==> src/rtl/sc_sched_pkg.sv <==
// Shared types and constants for the stochastic-computing multiply scheduler.
// Latency: n/a (types, constants and pure helper functions only).
// Backpressure: n/a.
package sc_sched_pkg;

    // Lane LFSR geometry: 31-bit, shift-left, feedback from bits 27 and 30.
    localparam int LFSR_W = 31;
    localparam int TAP_A  = 27;
    localparam int TAP_B  = 30;

    // Per-lane reseed values, loaded at the start of every job.
    localparam logic [LFSR_W-1:0] SEED1 = 31'd1;
    localparam logic [LFSR_W-1:0] SEED2 = 31'd2;

    // Ones counter width and its ceiling (largest window is 128 bits).
    localparam int              CNT_W   = 8;
    localparam logic [CNT_W-1:0] CNT_MAX = 8'd128;

    // Shortest window; win_sel shifts this left by 0..3.
    localparam int BASE_WIN = 16;

    // Pipeline flush length after the last RUN cycle (compare + product stages).
    localparam int DRAIN_CYC = 2;

    // Operand packing: [3:0] = X, [7:4] = Y.
    localparam int PROB_W = 4;
    localparam int OP_W   = 2 * PROB_W;

    typedef enum logic [2:0] {
        ST_IDLE  = 3'd0,
        ST_LOAD  = 3'd1,
        ST_RUN   = 3'd2,
        ST_DRAIN = 3'd3,
        ST_RESP  = 3'd4
    } state_e;

    // Window length N in bits for a given win_sel (16, 32, 64, 128).
    function automatic logic [CNT_W-1:0] win_len(input logic [1:0] ws);
        return CNT_W'(BASE_WIN) << ws;
    endfunction

    // One step of the lane LFSR.
    function automatic logic [LFSR_W-1:0] lfsr_next(input logic [LFSR_W-1:0] s);
        return {s[LFSR_W-2:0], s[TAP_A] ^ s[TAP_B]};
    endfunction

    // Normalise the ones-count to an 8-bit fraction. Every window maps
    // full scale (count == N) to 128 after the shift, which does not fit a
    // 0..255 fraction cleanly, so full scale is reported as 8'hFF; any
    // partial count shifts to at most 127 and needs no clamping.
    function automatic logic [CNT_W-1:0] scale_count(input logic [CNT_W-1:0] cnt,
                                                     input logic [1:0]       ws);
        logic [CNT_W-1:0] res;
        if (cnt == win_len(ws)) begin
            res = '1;
        end else begin
            res = cnt << (2'd3 - ws);
        end
        return res;
    endfunction

endpackage

==> src/rtl/sc_mult_lane.sv <==
// Stochastic multiply lane: two LFSRs, comparators, XNOR product, ones counter.
// Latency: a sample taken in a count_en cycle reaches the counter 2 cycles later.
// Backpressure: none; the scheduler sequences seed_load/count_en and reads cnt.
module sc_mult_lane
    import sc_sched_pkg::*;
(
    input  logic              clk,
    input  logic              rst_n,      // asynchronous, active-high
    input  logic              seed_load,  // reseed LFSRs, clear counter and pipeline
    input  logic              count_en,   // advance LFSRs and inject one sample
    input  logic [PROB_W-1:0] x,
    input  logic [PROB_W-1:0] y,
    output logic [CNT_W-1:0]  cnt
);

    logic [LFSR_W-1:0] lfsr1_q, lfsr1_d;
    logic [LFSR_W-1:0] lfsr2_q, lfsr2_d;
    logic              sn1_q, sn1_d;
    logic              sn2_q, sn2_d;
    logic              cmp_vld_q, cmp_vld_d;
    logic              prod_q, prod_d;
    logic              prod_vld_q, prod_vld_d;
    logic [CNT_W-1:0]  cnt_q, cnt_d;

    // LFSR pair: reseed on load, otherwise step only while sampling.
    always_comb begin
        lfsr1_d = lfsr1_q;
        lfsr2_d = lfsr2_q;
        if (seed_load) begin
            lfsr1_d = SEED1;
            lfsr2_d = SEED2;
        end else if (count_en) begin
            lfsr1_d = lfsr_next(lfsr1_q);
            lfsr2_d = lfsr_next(lfsr2_q);
        end
    end

    // Stage 1: turn each probability into one stochastic bit.
    always_comb begin
        sn1_d     = (lfsr1_q[PROB_W-1:0] < x);
        sn2_d     = (lfsr2_q[PROB_W-1:0] < y);
        cmp_vld_d = count_en & ~seed_load;
    end

    // Stage 2: bipolar multiply is an XNOR of the two streams.
    always_comb begin
        prod_d     = ~(sn1_q ^ sn2_q);
        prod_vld_d = cmp_vld_q & ~seed_load;
    end

    // Ones counter; holds at its ceiling instead of wrapping.
    always_comb begin
        cnt_d = cnt_q;
        if (seed_load) begin
            cnt_d = '0;
        end else if (prod_vld_q && prod_q && (cnt_q != CNT_MAX)) begin
            cnt_d = cnt_q + CNT_W'(1);
        end
    end

    // Lane state registers.
    always_ff @(posedge clk or posedge rst_n) begin
        if (rst_n) begin
            lfsr1_q    <= SEED1;
            lfsr2_q    <= SEED2;
            sn1_q      <= 1'b0;
            sn2_q      <= 1'b0;
            cmp_vld_q  <= 1'b0;
            prod_q     <= 1'b0;
            prod_vld_q <= 1'b0;
            cnt_q      <= '0;
        end else begin
            lfsr1_q    <= lfsr1_d;
            lfsr2_q    <= lfsr2_d;
            sn1_q      <= sn1_d;
            sn2_q      <= sn2_d;
            cmp_vld_q  <= cmp_vld_d;
            prod_q     <= prod_d;
            prod_vld_q <= prod_vld_d;
            cnt_q      <= cnt_d;
        end
    end

    assign cnt = cnt_q;

endmodule

==> src/rtl/sc_mult_sched.sv <==
// Two-requester scheduler for a stochastic multiply lane (round-robin, or fixed priority with SC_SCHED_FIXED_PRIO_EN).
// Latency: result valid N+4 cycles after the accept cycle, N = 16 << win_sel.
// Backpressure: result held until res_ready; no new job is accepted until then.
module sc_mult_sched
    import sc_sched_pkg::*;
(
    input  logic            clk,
    input  logic            rst_n,      // asynchronous, active-high
    input  logic [1:0]      req_valid,
    input  logic [OP_W-1:0] req_op0,
    input  logic [OP_W-1:0] req_op1,
    output logic [1:0]      req_ready,
    input  logic [1:0]      win_sel,
    output logic            res_valid,
    output logic            res_id,
    output logic [CNT_W-1:0] res_data,
    input  logic            res_ready,
    output logic            busy
);

    state_e           state_q, state_d;
    logic [CNT_W-1:0] cyc_q, cyc_d;     // position within RUN or DRAIN
    logic [OP_W-1:0]  op_q, op_d;       // operands of the running job
    logic             id_q, id_d;       // owner of the running job
    logic [1:0]       ws_q, ws_d;       // window of the running job
    logic [1:0]       grant;
    logic             accept;
    logic             seed_load;
    logic             count_en;
    logic [CNT_W-1:0] lane_cnt;
    logic [CNT_W-1:0] last_run;

    // Final RUN index of the latched window.
    assign last_run = win_len(ws_q) - CNT_W'(1);
    assign accept   = |req_ready;

`ifdef SC_SCHED_FIXED_PRIO_EN
    // Strict priority: requester 0 always wins.
    always_comb begin
        grant = 2'b00;
        if (req_valid[0]) begin
            grant = 2'b01;
        end else if (req_valid[1]) begin
            grant = 2'b10;
        end
    end
`else
    logic rr_last_q, rr_last_d;         // requester granted most recently

    // Round-robin: on contention, grant the requester not granted last.
    always_comb begin
        case (req_valid)
            2'b01:   grant = 2'b01;
            2'b10:   grant = 2'b10;
            2'b11:   grant = rr_last_q ? 2'b01 : 2'b10;
            default: grant = 2'b00;
        endcase
        rr_last_d = rr_last_q;
        if (accept) begin
            rr_last_d = grant[1];
        end
    end

    // Pointer resets as if requester 1 went last, so requester 0 wins first.
    always_ff @(posedge clk or posedge rst_n) begin
        if (rst_n) begin
            rr_last_q <= 1'b1;
        end else begin
            rr_last_q <= rr_last_d;
        end
    end
`endif

    // FSM state register.
    always_ff @(posedge clk or posedge rst_n) begin
        if (rst_n) begin
            state_q <= ST_IDLE;
        end else begin
            state_q <= state_d;
        end
    end

    // FSM next-state logic.
    always_comb begin
        state_d = state_q;
        case (state_q)
            ST_IDLE:  if (accept) state_d = ST_LOAD;
            ST_LOAD:  state_d = ST_RUN;
            ST_RUN:   if (cyc_q == last_run) state_d = ST_DRAIN;
            ST_DRAIN: if (cyc_q == CNT_W'(DRAIN_CYC - 1)) state_d = ST_RESP;
            ST_RESP:  if (res_ready) state_d = ST_IDLE;
            default:  state_d = ST_IDLE;
        endcase
    end

    // FSM outputs: handshakes, lane controls and the result presentation.
    always_comb begin
        req_ready = 2'b00;
        seed_load = 1'b0;
        count_en  = 1'b0;
        res_valid = 1'b0;
        res_data  = '0;
        busy      = 1'b1;
        case (state_q)
            ST_IDLE: begin
                busy = 1'b0;
                // Keep the accept strobe quiet while reset is held.
                if (!rst_n) begin
                    req_ready = grant;
                end
            end
            ST_LOAD:  seed_load = 1'b1;
            ST_RUN:   count_en  = 1'b1;
            ST_RESP: begin
                res_valid = 1'b1;
                res_data  = scale_count(lane_cnt, ws_q);
            end
            default: ;
        endcase
    end

    // Job capture on accept and the RUN/DRAIN cycle counter.
    always_comb begin
        cyc_d = cyc_q;
        op_d  = op_q;
        id_d  = id_q;
        ws_d  = ws_q;
        case (state_q)
            ST_IDLE: begin
                cyc_d = '0;
                if (accept) begin
                    op_d = req_ready[1] ? req_op1 : req_op0;
                    id_d = req_ready[1];
                    ws_d = win_sel;
                end
            end
            ST_RUN:   cyc_d = (cyc_q == last_run) ? '0 : cyc_q + CNT_W'(1);
            ST_DRAIN: cyc_d = cyc_q + CNT_W'(1);
            default:  cyc_d = '0;
        endcase
    end

    // Job and result registers.
    always_ff @(posedge clk or posedge rst_n) begin
        if (rst_n) begin
            cyc_q <= '0;
            op_q  <= '0;
            id_q  <= 1'b0;
            ws_q  <= 2'd0;
        end else begin
            cyc_q <= cyc_d;
            op_q  <= op_d;
            id_q  <= id_d;
            ws_q  <= ws_d;
        end
    end

    assign res_id = id_q;

    sc_mult_lane u_lane (
        .clk       (clk),
        .rst_n     (rst_n),
        .seed_load (seed_load),
        .count_en  (count_en),
        .x         (op_q[PROB_W-1:0]),
        .y         (op_q[OP_W-1:PROB_W]),
        .cnt       (lane_cnt)
    );

endmodule
==> config.mk <==
export PLATFORM = sky130hd
export DESIGN_NAME = sc_mult_sched
export DESIGN_NICKNAME = d
export VERILOG_FILES = /design/src/rtl/sc_sched_pkg.sv /design/src/rtl/sc_mult_lane.sv /design/src/rtl/sc_mult_sched.sv
export SDC_FILE = /design/constraint.sdc
export NUM_CORES = 1
export LEC_CHECK = 0
export ABC_AREA = 1
export CAP_MARGIN = 30
export CORE_ASPECT_RATIO = 0.9
export CORE_MARGIN = 1.5
export CORE_UTILIZATION = 58
export CTS_CLUSTER_DIAMETER = 60
export DETAILED_ROUTE_END_ITERATION = 16
export GPL_TIMING_DRIVEN = 0
export PLACE_DENSITY = 0.83
export SYNTH_ARGS = -nofsm -noshare
export SYNTH_HDL_FRONTEND = slang
export SYNTH_SLANG_ARGS = --single-unit
export TNS_END_PERCENT = 5
==> constraint.sdc <==
create_clock -name clk -period 4.45 [get_ports clk]
set_input_delay 0.6675 -clock clk [delete_from_list [all_inputs] [get_ports clk]]
set_output_delay 0.6675 -clock clk [all_outputs]
set_load 0.005 [all_outputs]
======== Word level (Yosys, flattened, before mapping) ========
Cells that the tools add are included.
word-level totals
  bits in registers ....................... 98
  logic and storage cells ................. 76
  output and inout port bits .............. 13
operators by class
  reductions and logical operators ........ 8
  mux-type cells .......................... 24
  $add $sub $neg .......................... 4
  equal/unequal tests ..................... 15
  shifts and indexed selects .............. 2
  $lt $le $gt $ge ......................... 2
  bitwise operators ....................... 7
operator list
  kind                                                                 count
  31-bit 2-to-1 mux                                                    4
  8-bit 2-to-1 mux                                                     6
  8-bit by 1-bit adder with 8-bit output (second input constant)       2
  8-bit == test                                                        2
  8-bit one-hot mux with 2 select lines                                1
  3-bit one-hot mux with 5 select lines                                1
  3-bit 2-to-1 mux                                                     4
  8-bit by 1-bit == test with 1-bit output (second input constant)     1
  4-bit less-than comparator                                           2
  2-bit != test (second input constant)                                4
  8-bit != test (second input constant)                                1
  5-bit by 2-bit << shifter with 8-bit output (first input constant)   1
  8-bit by 2-bit << shifter with 8-bit output                          1
  8-bit by 1-bit subtractor with 8-bit output (second input constant)  1
  3-bit by 2-bit == test with 1-bit output (second input constant)     2
  2-bit 2-to-1 mux                                                     3
  2-bit one-hot mux with 3 select lines                                1
  2-bit == test (second input constant)                                2
  1-bit 2-to-1 mux                                                     4
  4-bit AND reduction                                                  1
  2-bit nonzero test                                                   2
  3-bit by 1-bit == test with 1-bit output (second input constant)     1
  3-bit == test (second input constant)                                1
  3-bit zero test                                                      1
  other kinds (8)                                                      13

======== Depth between registers and ports, before layout ========
  depth after elaboration ................. 7
  mapped depth ............................ 9

======== Modules after synthesis ========
A second synthesis with hierarchy kept.
unflattened totals
  cells, all modules ...................... 524
  area, all modules ....................... 4576.9 µm²
by module, submodules not included
  module         cells an instance  area each (µm²)  times used  sequential area each (µm²)
  sc_mult_lane   311                3091.7           1           1879.3
  sc_mult_sched  213                1485.2           1           576.8

======== Worst setup path after synthesis ========
No wires, ideal clock.
  path type ............................... input to output
  from .................................... input rst_n
  to ...................................... output req_ready[0]
  stages .................................. 3
  data arrival time ....................... 3.521 ns
  path slack .............................. 0.261 ns
  buffers on the path ..................... 0
  data required time ...................... 3.783 ns
  cell sequence ........................... inv_1 -> nand3_1 -> nor2_1
on the way
  longest elaborated chain between the ends .. 2
ends and longest elaborated chain
  item              RTL line              source
  from (decl)       sc_mult_sched.sv:8    input logic rst_n,
  2-bit 2-to-1 mux  sc_mult_sched.sv:108  if (!rst_n) begin
  2-bit 2-to-1 mux  sc_mult_sched.sv:104  case (state_q)
  to (decl)         sc_mult_sched.sv:12   output logic [1:0] req_ready,
No other way between the ends.

======== Worst setup path in the final report ========
  from .................................... input rst_n
  to ...................................... output req_ready[1]
Same word-level chain as after synthesis.

==> out/qor.json <==
{
  "pwr": {
    "power_frac_comb": 0.433,
    "power_density_nw_per_um2": 607,
    "switching_power_mw": 1.33,
    "max-vdd-ir-drop_uv": 424,
    "power_frac_seq": 0.398,
    "switching_share": 0.412,
    "p_int_mw": 1.90,
    "p_leak_nw": 2.54,
    "finalPower_mw": 3.24,
    "p_clk_frac": 0.169
  },
  "clock_tree": {
    "number_of_h_tree_levels": 3,
    "cts_buf_count": 9,
    "cts_resized": 0,
    "worst_setup_hold_path_clk_slew_ps": 90,
    "holdBufCountCts": 0,
    "cts_root_buffer": "sky130_fd_sc_hd__clkbuf_8",
    "tritoncts_clock_tree": "built",
    "clock-sinks": 98,
    "ctsLongestPathBuffers": 2,
    "post-cts-setup-buffers": 0,
    "clk-insertion-delay-late_ps": 350
  },
  "yosys": {
    "synthDominantCellAreaShare": 0.513,
    "synth_top_area_cell": "sky130_fd_sc_hd__dfrtp_1",
    "synthesis.area_per_instance_um2": 8.83,
    "mappedNetlistArea_um2": 4640,
    "yosys_register_bits": 98,
    "yosysUniqueCellTypes": 31,
    "syn-instance-count": 525,
    "ys_top_cells_by_area": "sky130_fd_sc_hd__dfrtp_1 51%, sky130_fd_sc_hd__inv_1 8.7%, sky130_fd_sc_hd__o22ai_1 8.0%",
    "sequential_share_of_the_synthesized_area": 0.530,
    "mappedNetlistNets": 558,
    "synth-warning-count": 0
  },
  "global_routing": {
    "grtUsageTotal": 0.223,
    "grt_overflow": 0,
    "vias_in_the_first_global_route": 3429,
    "grt_start_max_net_pins": 75,
    "first_pass_grt_wire_length_um": 15400,
    "antenna_found_initial": 0
  },
  "floorplan": {
    "starting_density_of_the_core": 0.605,
    "ioPinCount": 36,
    "die-height_um": 87.8,
    "die_area_um2": 8540,
    "row_count": 30,
    "placeableCoreArea_um2": 7660,
    "die-width_um": 97.2
  },
  "final_layout": {
    "syn_to_final_growth_pct": 15.0,
    "layout.cell_area.non_filler_um2": 5330,
    "final_net_count": 605,
    "n_antenna_cell": 0,
    "drive_gt1_frac": 0.101,
    "fillers": 627,
    "layout.core_utilization": 0.696
  },
  "place": {
    "gp_routability_congestion": 0.835,
    "post_dp_cell_area_um2": 5140,
    "placement.io_buffers": 35,
    "place_hpwl_um": 6190
  },
  "worst_setup_path": {
    "start_kind": "primary input",
    "worstPathBufferInverterCount": 6,
    "cp_top_family": "buffers and inverters",
    "critPathArrivalTime_ps": 2850,
    "worstPathMaxFanout": 74,
    "cpMaxStageDelayCell": "sky130_fd_sc_hd__clkdlybuf4s50_1",
    "worstPathRequired_ps": 3780,
    "critPathKind": "in -> out",
    "max_stage_delay_ps": 490,
    "worst_setup_path_end_kind": "output pin",
    "path_common_cell": "sky130_fd_sc_hd__clkdlybuf4s50_1",
    "crit_path_cell_trace": "clkdlybuf4s50_1 -> inv_4 -> buf_16 -> nand4_4 -> buf_2 -> inv_1 -> clkdlybuf4s50_1"
  },
  "drt": {
    "first_pass_iters": 4,
    "drt.antenna.violating_nets": 0,
    "drt_first_iter_violations": 198,
    "dr_total_vias": 3585,
    "vias_per_cell": 5.33,
    "drt-wirelength-per-cell_um": 12.8,
    "wl_um": 8620,
    "drc_errors": 0
  },
  "timing": {
    "totalNegativeSetupSlack_ps": 0,
    "fin_skew_ps": 10.7,
    "slew_viol_final": 0,
    "min_period_over_period": 0.791,
    "max_slew.worst_pin.slew_ps": 386,
    "setup_violations": 0,
    "finalCriticalPeriod_ps": 3520,
    "rsz0062_at_grt": "false",
    "final-hold-violation-count": 0,
    "max_slew_margin": 0.743,
    "max_freq_mhz": 284
  },
  "min_path": {
    "min_path_type": "reg -> reg"
  },
  "outcome": {
    "run_status": "finished, final reports clean"
  },
  "run": {
    "max_cap_violations": 0
  }
}
## worst register-to-register path, delay by kind of cell, from the launching register on
family                     cells  cell delay, ps
DFF                            1             400
adders and majority gates      1             180
and+or+nand+nor                8            1000
## cell usage after synthesis
library cell                 n
sky130_fd_sc_hd__nand2_4     1
sky130_fd_sc_hd__a21oi_4     1
sky130_fd_sc_hd__nand3b_1    4
sky130_fd_sc_hd__nor2_4      2
sky130_fd_sc_hd__buf_2      20
sky130_fd_sc_hd__nor2_8      1
sky130_fd_sc_hd__o21ai_0    20
sky130_fd_sc_hd__nand2_2     2
sky130_fd_sc_hd__a31oi_1     1
sky130_fd_sc_hd__a21boi_2    1
sky130_fd_sc_hd__nor2_1     32
sky130_fd_sc_hd__o22ai_1    59
sky130_fd_sc_hd__xor2_1     12
sky130_fd_sc_hd__and3_1      1
sky130_fd_sc_hd__nand3_1    25
sky130_fd_sc_hd__inv_2       5
sky130_fd_sc_hd__dfstp_2     3
sky130_fd_sc_hd__a21oi_1    18
sky130_fd_sc_hd__inv_1     107
sky130_fd_sc_hd__dfrtp_1    95
sky130_fd_sc_hd__o21ai_1    13
sky130_fd_sc_hd__buf_6       2
sky130_fd_sc_hd__xnor2_1     2
sky130_fd_sc_hd__ha_1       10
sky130_fd_sc_hd__o211ai_1    3
sky130_fd_sc_hd__nor3_2      1
sky130_fd_sc_hd__nand2_1    76
sky130_fd_sc_hd__nor3_1      2
sky130_fd_sc_hd__o21a_1      2
sky130_fd_sc_hd__nand4_1     3
sky130_fd_sc_hd__nand4_4     1
## cells by family after synthesis
group                      share of synthesized area
AOI/OAI and AO/OA                              0.150
DFF                                            0.530
adders and majority gates                     0.0270
buffers and inverters                          0.117
xor gates and xnor gates                      0.0265
and+or+nand+nor                                0.150
## routing by layer
layer / up-vias / track usage / wire length, um
li1: 1787 / - / -
met3: 6 / 0.0511 / 363
met4: 0 / 0.0662 / 61
met2: 80 / 0.377 / 4250
met1: 1712 / 0.294 / 3940
met5: - / 0 / 0
## layout by cell type (no fill, tap or decap), drive strengths merged, types with 4 or more instances in the layout
master	n
o22ai	59
clkdlybuf4s50	35
nor2	35
a21oi	19
ha	10
nand3b	4
nand2	79
nand3	25
xor2	12
dfrtp	95
inv	116
clkbuf	10
o21ai	33
buf	23
nand4	4
## registers in the layout, indices dropped and copies added, names as in the netlist
| register | count |
|---|---|
| res_id | 1 |
| cyc_q | 8 |
| u_lane.prod_vld_q | 1 |
| ws_q | 2 |
| state_q | 3 |
| u_lane.cnt | 8 |
| u_lane.lfsr1_q | 31 |
| op_q | 8 |
| u_lane.cmp_vld_q | 1 |
| u_lane.sn1_q | 1 |
| u_lane.prod_q | 1 |
| u_lane.sn2_q | 1 |
| rr_last_q | 1 |
| u_lane.lfsr2_q | 31 |
## final cells by class
type	count	area, um2	share of cell area
clock buffers	10	138	0.0258
well taps	96	120	0.0225
repair buffers	36	378	0.0709
clock inverters	6	56.3	0.0106
inverters	112	423	0.0793
plain buffers	22	123	0.0230
flip-flops and latches	98	2460	0.461
multi-input cells	293	1640	0.307
## power groups by stage
stage	sequential (mW)	combinational, mW	clock (mW)
after global routing	1.32	1.58	0.598
after global placement	1.30	1.32	0
after floorplan	1.27	1.07	0
final	1.29	1.40	0.547
after CTS	1.29	1.40	0.564
after detailed placement	1.31	1.38	0
## per-stage QoR
step | cells | hold slack [ps] | setup WS (ps)
2_1_floorplan | 525 | 413 | 261
5_1_grt | 673 | 467 | 744
4_1_cts | 673 | 446 | 881
6_report | 673 | 443 | 932
3_5_place_dp | 657 | 431 | 884
3_3_place_gp | 656 | 423 | -1480
## final timing paths
kind | slack (ps) | endpoint | startpoint | cells past startpoint
worst max-delay path | 930 | req_ready[1] | rst_n | 7
worst min-delay path | 440 | u_lane.prod_q | u_lane.sn1_q | 1
worst max register to register | 2810 | state_q[0] | cyc_q[0] | 9
worst min register to register | 440 | u_lane.prod_q | u_lane.sn1_q | 1
max in group asynchronous | 3080 | u_lane.lfsr2_q[1] | rst_n | 3
min in group asynchronous | 650 | u_lane.lfsr2_q[19] | rst_n | 2
Note: power is estimated with default switching activity, not from simulation.
